--- src/rtl/writeback_arbiter.sv ---
// Writeback arbiter: merges load and ALU results onto one register-file write port,
// buffering ALU results in a 2-entry age-ordered FIFO. Define WB_OUTREG_EN to register the write port.
module writeback_arbiter (
  input  logic        clk,
  input  logic        reset,
  input  logic        alu_wr_valid,
  input  logic [4:0]  alu_wr_addr,
  input  logic [31:0] alu_data_out,
  input  logic        mem_wr_valid,
  input  logic [4:0]  mem_wr_addr,
  input  logic [31:0] mem_data_out,
  output logic        stall_flag_ex_out,
  output logic        reg_write,
  output logic [4:0]  reg_wr_addr_wb,
  output logic [31:0] reg_wr_data,
  output logic [1:0]  wb_pending
);

  // FIFO is kept compacted: valid entries form a prefix, slot 0 is always the oldest.
  logic [1:0]       valid_q, valid_d;
  logic [1:0][4:0]  addr_q, addr_d;
  logic [1:0][31:0] data_q, data_d;

  logic        memKill, aluAccept, drain, bypass, enq, keep0, keep1;
  logic [1:0]  alive;
  logic        selValid, wrEn;
  logic [4:0]  selAddr;
  logic [31:0] selData;

  assign wb_pending        = {1'b0, valid_q[0]} + {1'b0, valid_q[1]};
  assign stall_flag_ex_out = (valid_q == 2'b11);

  always_comb begin
    memKill   = mem_wr_valid && (mem_wr_addr != 5'd0);
    alive[0]  = valid_q[0] && !(memKill && (addr_q[0] == mem_wr_addr));
    alive[1]  = valid_q[1] && !(memKill && (addr_q[1] == mem_wr_addr));
    aluAccept = alu_wr_valid && !stall_flag_ex_out;

    selValid = 1'b0;
    selAddr  = 5'd0;
    selData  = 32'd0;
    drain    = 1'b0;
    bypass   = 1'b0;
    if (mem_wr_valid) begin
      selValid = 1'b1;
      selAddr  = mem_wr_addr;
      selData  = mem_data_out;
    end else if (valid_q[0]) begin
      selValid = 1'b1;
      selAddr  = addr_q[0];
      selData  = data_q[0];
      drain    = 1'b1;
    end else if (aluAccept) begin
      selValid = 1'b1;
      selAddr  = alu_wr_addr;
      selData  = alu_data_out;
      bypass   = 1'b1;
    end
    wrEn = selValid && (selAddr != 5'd0);

    // Writes to r0 are architecturally dead, so they never occupy a slot.
    enq   = aluAccept && !bypass && (alu_wr_addr != 5'd0);
    keep0 = alive[0] && !drain;
    keep1 = alive[1];

    valid_d = 2'b00;
    addr_d  = '0;
    data_d  = '0;
    if (keep0) begin
      valid_d[0] = 1'b1;
      addr_d[0]  = addr_q[0];
      data_d[0]  = data_q[0];
      if (keep1) begin
        valid_d[1] = 1'b1;
        addr_d[1]  = addr_q[1];
        data_d[1]  = data_q[1];
      end else if (enq) begin
        valid_d[1] = 1'b1;
        addr_d[1]  = alu_wr_addr;
        data_d[1]  = alu_data_out;
      end
    end else if (keep1) begin
      valid_d[0] = 1'b1;
      addr_d[0]  = addr_q[1];
      data_d[0]  = data_q[1];
      if (enq) begin
        valid_d[1] = 1'b1;
        addr_d[1]  = alu_wr_addr;
        data_d[1]  = alu_data_out;
      end
    end else if (enq) begin
      valid_d[0] = 1'b1;
      addr_d[0]  = alu_wr_addr;
      data_d[0]  = alu_data_out;
    end
  end

  always_ff @(posedge clk) begin
    if (reset) begin
      valid_q <= 2'b00;
      addr_q  <= '0;
      data_q  <= '0;
    end else begin
      valid_q <= valid_d;
      addr_q  <= addr_d;
      data_q  <= data_d;
    end
  end

`ifdef WB_OUTREG_EN
  logic        regWrite_q;
  logic [4:0]  regAddr_q;
  logic [31:0] regData_q;

  always_ff @(posedge clk) begin
    if (reset) begin
      regWrite_q <= 1'b0;
      regAddr_q  <= 5'd0;
      regData_q  <= 32'd0;
    end else begin
      regWrite_q <= wrEn;
      regAddr_q  <= wrEn ? selAddr : 5'd0;
      regData_q  <= wrEn ? selData : 32'd0;
    end
  end

  // Reset also masks the registered port so nothing leaks out during the reset cycle.
  assign reg_write      = regWrite_q && !reset;
  assign reg_wr_addr_wb = reset ? 5'd0  : regAddr_q;
  assign reg_wr_data    = reset ? 32'd0 : regData_q;
`else
  assign reg_write      = wrEn && !reset;
  assign reg_wr_addr_wb = (wrEn && !reset) ? selAddr : 5'd0;
  assign reg_wr_data    = (wrEn && !reset) ? selData : 32'd0;
`endif

endmodule

--- config.mk ---
export PLATFORM = sky130hd
export DESIGN_NAME = writeback_arbiter
export DESIGN_NICKNAME = d
export VERILOG_FILES = /design/src/rtl/writeback_arbiter.sv
export SDC_FILE = /design/constraint.sdc
export NUM_CORES = 1
export LEC_CHECK = 0
export ABC_AREA = 1
export BUFFER_PORTS_ARGS = -buffer_cell sky130_fd_sc_hd__buf_2
export CAP_MARGIN = 20
export CORE_ASPECT_RATIO = 0.7
export CORE_MARGIN = 2
export CORE_UTILIZATION = 25
export DETAILED_ROUTE_END_ITERATION = 12
export GPL_TIMING_DRIVEN = 0
export PLACE_DENSITY_LB_ADDON = 0.3
export SETUP_SLACK_MARGIN = 0.2
export SLEW_MARGIN = 10
export SYNTH_ARGS = -nofsm -noshare
export SYNTH_HDL_FRONTEND = slang
export SYNTH_SLANG_ARGS = --single-unit
--- constraint.sdc ---
create_clock -name clk -period 2.5 [get_ports clk]
set_input_delay 0.375 -clock clk [delete_from_list [all_inputs] [get_ports clk]]
set_output_delay 0.375 -clock clk [all_outputs]
set_load 0.02 [all_outputs]
Yosys cells after proc, flatten, opt, wreduce, memory -nomap -nowiden
Cells that the tools add are included.
- register bits after elaboration: 76
- latch bits: 0
- memory bits (writable): 0
- ROM bits: 0
- output and inout port bits: 41
- word-level logic and storage cells: 56
- memories kept: 0
- add/sub/neg operators: 1
- multiply operators: 0
- div/mod/pow operators: 0
- order comparisons: 0
- eq/ne operators: 3
- shift-type cells: 0
- mux-type cells: 27
- bitwise gates (word level): 0
- reduce and logical (&&, ||, !) cells: 20
- operators with widths (kind ; count):
    32-bit 2-to-1 mux ; 7
    64-bit 2-to-1 mux ; 1
    5-bit 2-to-1 mux ; 7
    5-bit nonzero test ; 3
    1-bit logical AND ; 11
    5-bit equality test ; 2
    1-bit 2-to-1 mux ; 10
    10-bit 2-to-1 mux ; 1
    1-bit logical NOT ; 6
    1-bit by 1-bit adder with 2-bit output ; 1
    2-bit equality test (second input constant) ; 1
    2-bit 2-to-1 mux ; 1

Longest topological paths before layout
- depth in word-level cells: 12
- gate-level depth with buffers: 12
- depth with buffers taken out: 11

Worst setup path before layout
Ideal clock, no wire load.
- kind: reg2out
- from: register valid_q[1]
- to: output port reg_wr_data[22]
- arrival time: 1.826 ns
- data required time: 2.125 ns
- setup slack: 0.299 ns
- stages on the path, launching flop included: 10
- buffers on the path: 1
- path through: dfxtp_1 > ha_1 > nor2_1 > nand2_2 > o211ai_1 > inv_1 > nand3_2 > nand2_4 > buf_4 > nor2_1
- word-level cells in the longest chain between the ends: 10
- ends and longest elaborated chain (what ; RTL line ; source):
    start, declared ; 20 ; logic [1:0] valid_q, valid_d;
    start signal, assigned ; 104 ; valid_q <= valid_d;
    2-bit equality test (*) ; 31 ; assign stall_flag_ex_out = (valid_q == 2'b11);
    net stall_flag_ex_out ; 12 ; output logic stall_flag_ex_out,
    1-bit logical NOT (*) ; 37 ; aluAccept = alu_wr_valid && !stall_flag_ex_out;
    1-bit logical AND (*) ; 37 ;
    5-bit 2-to-1 mux ; 53 ; end else if (aluAccept) begin
    5-bit 2-to-1 mux ; 48 ; end else if (valid_q[0]) begin
    5-bit 2-to-1 mux ; 44 ; if (mem_wr_valid) begin
    5-bit nonzero test ; 59 ; wrEn = selValid && (selAddr != 5'd0);
    1-bit logical AND ; 59 ;
    1-bit logical AND ; 134 ; assign reg_wr_data = (wrEn && !reset) ? selData : 32'd0;
    32-bit 2-to-1 mux (*) ; 134 ;
    end, declared ; 15 ; output logic [31:0] reg_wr_data,
Mark *: on every way through the listed nets, which the timed path passes. The rest lies on a longest branch.

Worst setup path after layout
- from: register valid_q[0]
- to: output port reg_wr_data[16]
- word-level cells in the longest chain between the ends: 10
- ends and longest elaborated chain (what ; RTL line):
    2-bit equality test ; 31
    1-bit logical NOT ; 37
    1-bit logical AND ; 37
    5-bit 2-to-1 mux ; 53
    5-bit 2-to-1 mux ; 48
    5-bit 2-to-1 mux ; 44
    5-bit nonzero test ; 59
    1-bit logical AND ; 59
    1-bit logical AND ; 134
    32-bit 2-to-1 mux (*) ; 134
Every way passes the cells marked *; elsewhere a longest branch is shown, timed or not.

==> reports/metrics.cfg <==
[route]
wl_per_cell_um = 15.18
drc = 0
drt-pass1-iter-count = 4
antenna_left = 0
drt_iter0_drc = 424
viasPerCell = 4.595
wirelength_um = 18540
vias = 5611

[logic_synthesis]
synth_ff_type = dfxtp_1
synth_most_common_cell = nand2_1
synthCells = 824
synth_seq_cells = 76
synth_common_cells = 318 x nand2_1, 113 x nand3_1, 108 x nor2_1
ys_seq_area_frac = 0.3164
synth_area_um2 = 4808
synth-edff-count = 0
synth.distinct_cells = 26
syn_nets = 903
yosysTopAreaCell = dfxtp_1
synth.area.top_cells = dfxtp_1 32%, nand2_1 25%, nand3_1 12%, nor2_1 8.4%, inv_1 6.9%
synth.avg_cell_area_um2 = 5.835
yosysTopAreaCellShare = 0.3164
yosysWarnings = 0
synthArstFlopShare = 0

[timing]
slew-limit-headroom = 0.5747
period_share = 1.013
final.setup_skew_ns = 0.008126
setup_viol = 18
hold_violations = 0
fin_ws_ns = -0.03279
rsz0062_at_grt = yes
max_freq_ghz = 0.3948
finalCriticalPeriod_ns = 2.533
tightest_slew_ns = 0.6380
slew_viol_final = 0

[finish]
drive_above_1_share = 0.2513
postLayoutCoreUtil = 0.3572
diodes = 0
areaGrowthSynthToFinish_pct = 40.15
finalNonFillerCells = 1221
nets = 1053

[min_path]
min_path_type = input port to register
hold_depth = 3
worstHoldEndpoint = data_q[59]
hold_path.startpoint = alu_data_out[27]

[global_routing]
grt_overflow_total = 0
grt_pass1_wl_um = 28400
track_usage = 0.1819
grt_pass1_vias = 5134
antenna_found_initial = 1
grt_max_degree = 13

[critical_path]
start_kind = register
cp.required_ns = 2.12
critPathCaptureType = output pin
cp_num_buf_inv = 3
worstReg2RegStart = valid_q[0]
cp_data_arrival_time_ns = 2.16
path_class = register to output pin
timing.rr.end = data_q[48]
slowest_delay_ns = 0.35
critPathMaxFanout = 8
cp_cell_sequence = ha_4, nor2_4, nand2_4, o211ai_1, inv_1, nand3_2, nand2_8, buf_16, nor2_2, buf_4
crit_slowest_cell = dfxtp_2
r2r.worst_path.cells = 9
r2r_slack_ns = 0.56
path_delay_family = simple AND/OR/NAND/NOR gates

[power_and_ir_drop]
p_per_area_nw_per_um2 = 505.1
ir_drop_v = 0.0003050
power_leakage_nw = 3.436

[cts]
cts_tree = done
htreeDepth = 3
cts_sinks = 76
path_clk_slew_ns = 0.06
cts_inserted_buffers = 9
cts_hold_buffers = 0
clk-insertion-delay-late_ns = 0.34
clockBufferDepth = 2
root_buffer = clkbuf_16

[outcome]
failed_checks = negative setup slack
status = finished, violations left

[die]
ios = 119
dieArea_um2 = 20380
rows = 42
initial_core_util = 0.2549
die_w_um = 169.8
fp.dieH_um = 120.0
core-area_um2 = 18870

[placement]
dp.final_hpwl_um = 12980
place.gp.congestion = 0.8104
dp.cells = 1184
portBuffers = 118

[flow_run]
max_cap_viol_count = 0

layout by cell type, fill, tap and decap left out, drive strengths merged, types with 3 or more instances in the layout:
cell type    n
clkinv       4
dfxtp       76
buf        180
nand4        3
nand2      323
clkbuf      25
nor2       112
xnor2        5
inv         91
o21ai        7
o211ai      33
nand3      114
repair_timing:
item	in CTS	in global routing
buffers inserted	16	1
endpoints found under the hold margin	0	0
cloned	4	0
resized for setup	72	85
setup endpoints to repair	38	37
pin swaps	9	3
logic make-up after synthesis:
logic type,share of synthesized area
simple gates,0.4697
flops,0.3164
buf+inv,0.1348
fa+ha+maj,0.002602
xor+xnor,0.009107
compound gates,0.06740
how the worst max path moves through the flow:
stage,from,end,slack (ns),depth (start not counted)
floorplan,valid_q[1],reg_wr_data[22],0.30,9
finish,valid_q[0],reg_wr_data[16],-0.03,10
CTS,valid_q[0],reg_wr_data[1],0.04,10
detailed placement,valid_q[1],reg_wr_data[22],-0.09,10
global route,valid_q[1],reg_wr_data[16],-0.11,10
global placement,valid_q[1],reg_wr_data[30],-0.09,10
through the flow:
stage	cell area (um2)	total power, mW	hold WS [ns]	TNS [ns]	setup WS (ns)
6_report	6739	3.404	0.2675	-0.1637	-0.03279
5_1_grt	6739	3.550	0.2808	-3.324	-0.1145
3_5_place_dp	5702	1.891	0.4398	-1.242	-0.09253
3_3_place_gp	5702	1.888	0.4382	-1.099	-0.08977
2_1_floorplan	4808	1.660	0.4267	0	0.2988
4_1_cts	6419	3.326	0.2640	0	0.03611
final cells by class:
cell class | instances | area [um2]
clock buffers | 12 | 246.5
fillers | 2081 | 12130
well taps | 242 | 302.8
inverters | 92 | 350.3
repair buffers | 138 | 1015
multi-input cells | 602 | 2899
clock inverters | 4 | 48.80
flip-flops and latches | 76 | 1526
plain buffers | 55 | 350.3
power by group:
part	switching [mW]	internal, mW
Clock	0.532	0.800
Combinational	0.489	0.326
Sequential	0.0177	1.24
Total	1.04	2.37
metal layers:
metal / track usage / part of all wire
met4: 0.04006 / 0.011
met2: 0.2622 / 0.41
met3: 0.03694 / 0.070
met5: 0 / 0.00070
met1: 0.2752 / 0.51
tightest hold or removal path, stage by stage:
cell and delay [ns]:
buf_2 0.09, nand3_1 0.07, nand2_1 0.05
registers in the layout, summed over array words and instances (netlist names):
name / cells
valid_q: 2
data_q: 64
addr_q: 10
No activity file was read; power rests on OpenSTA's default activity.
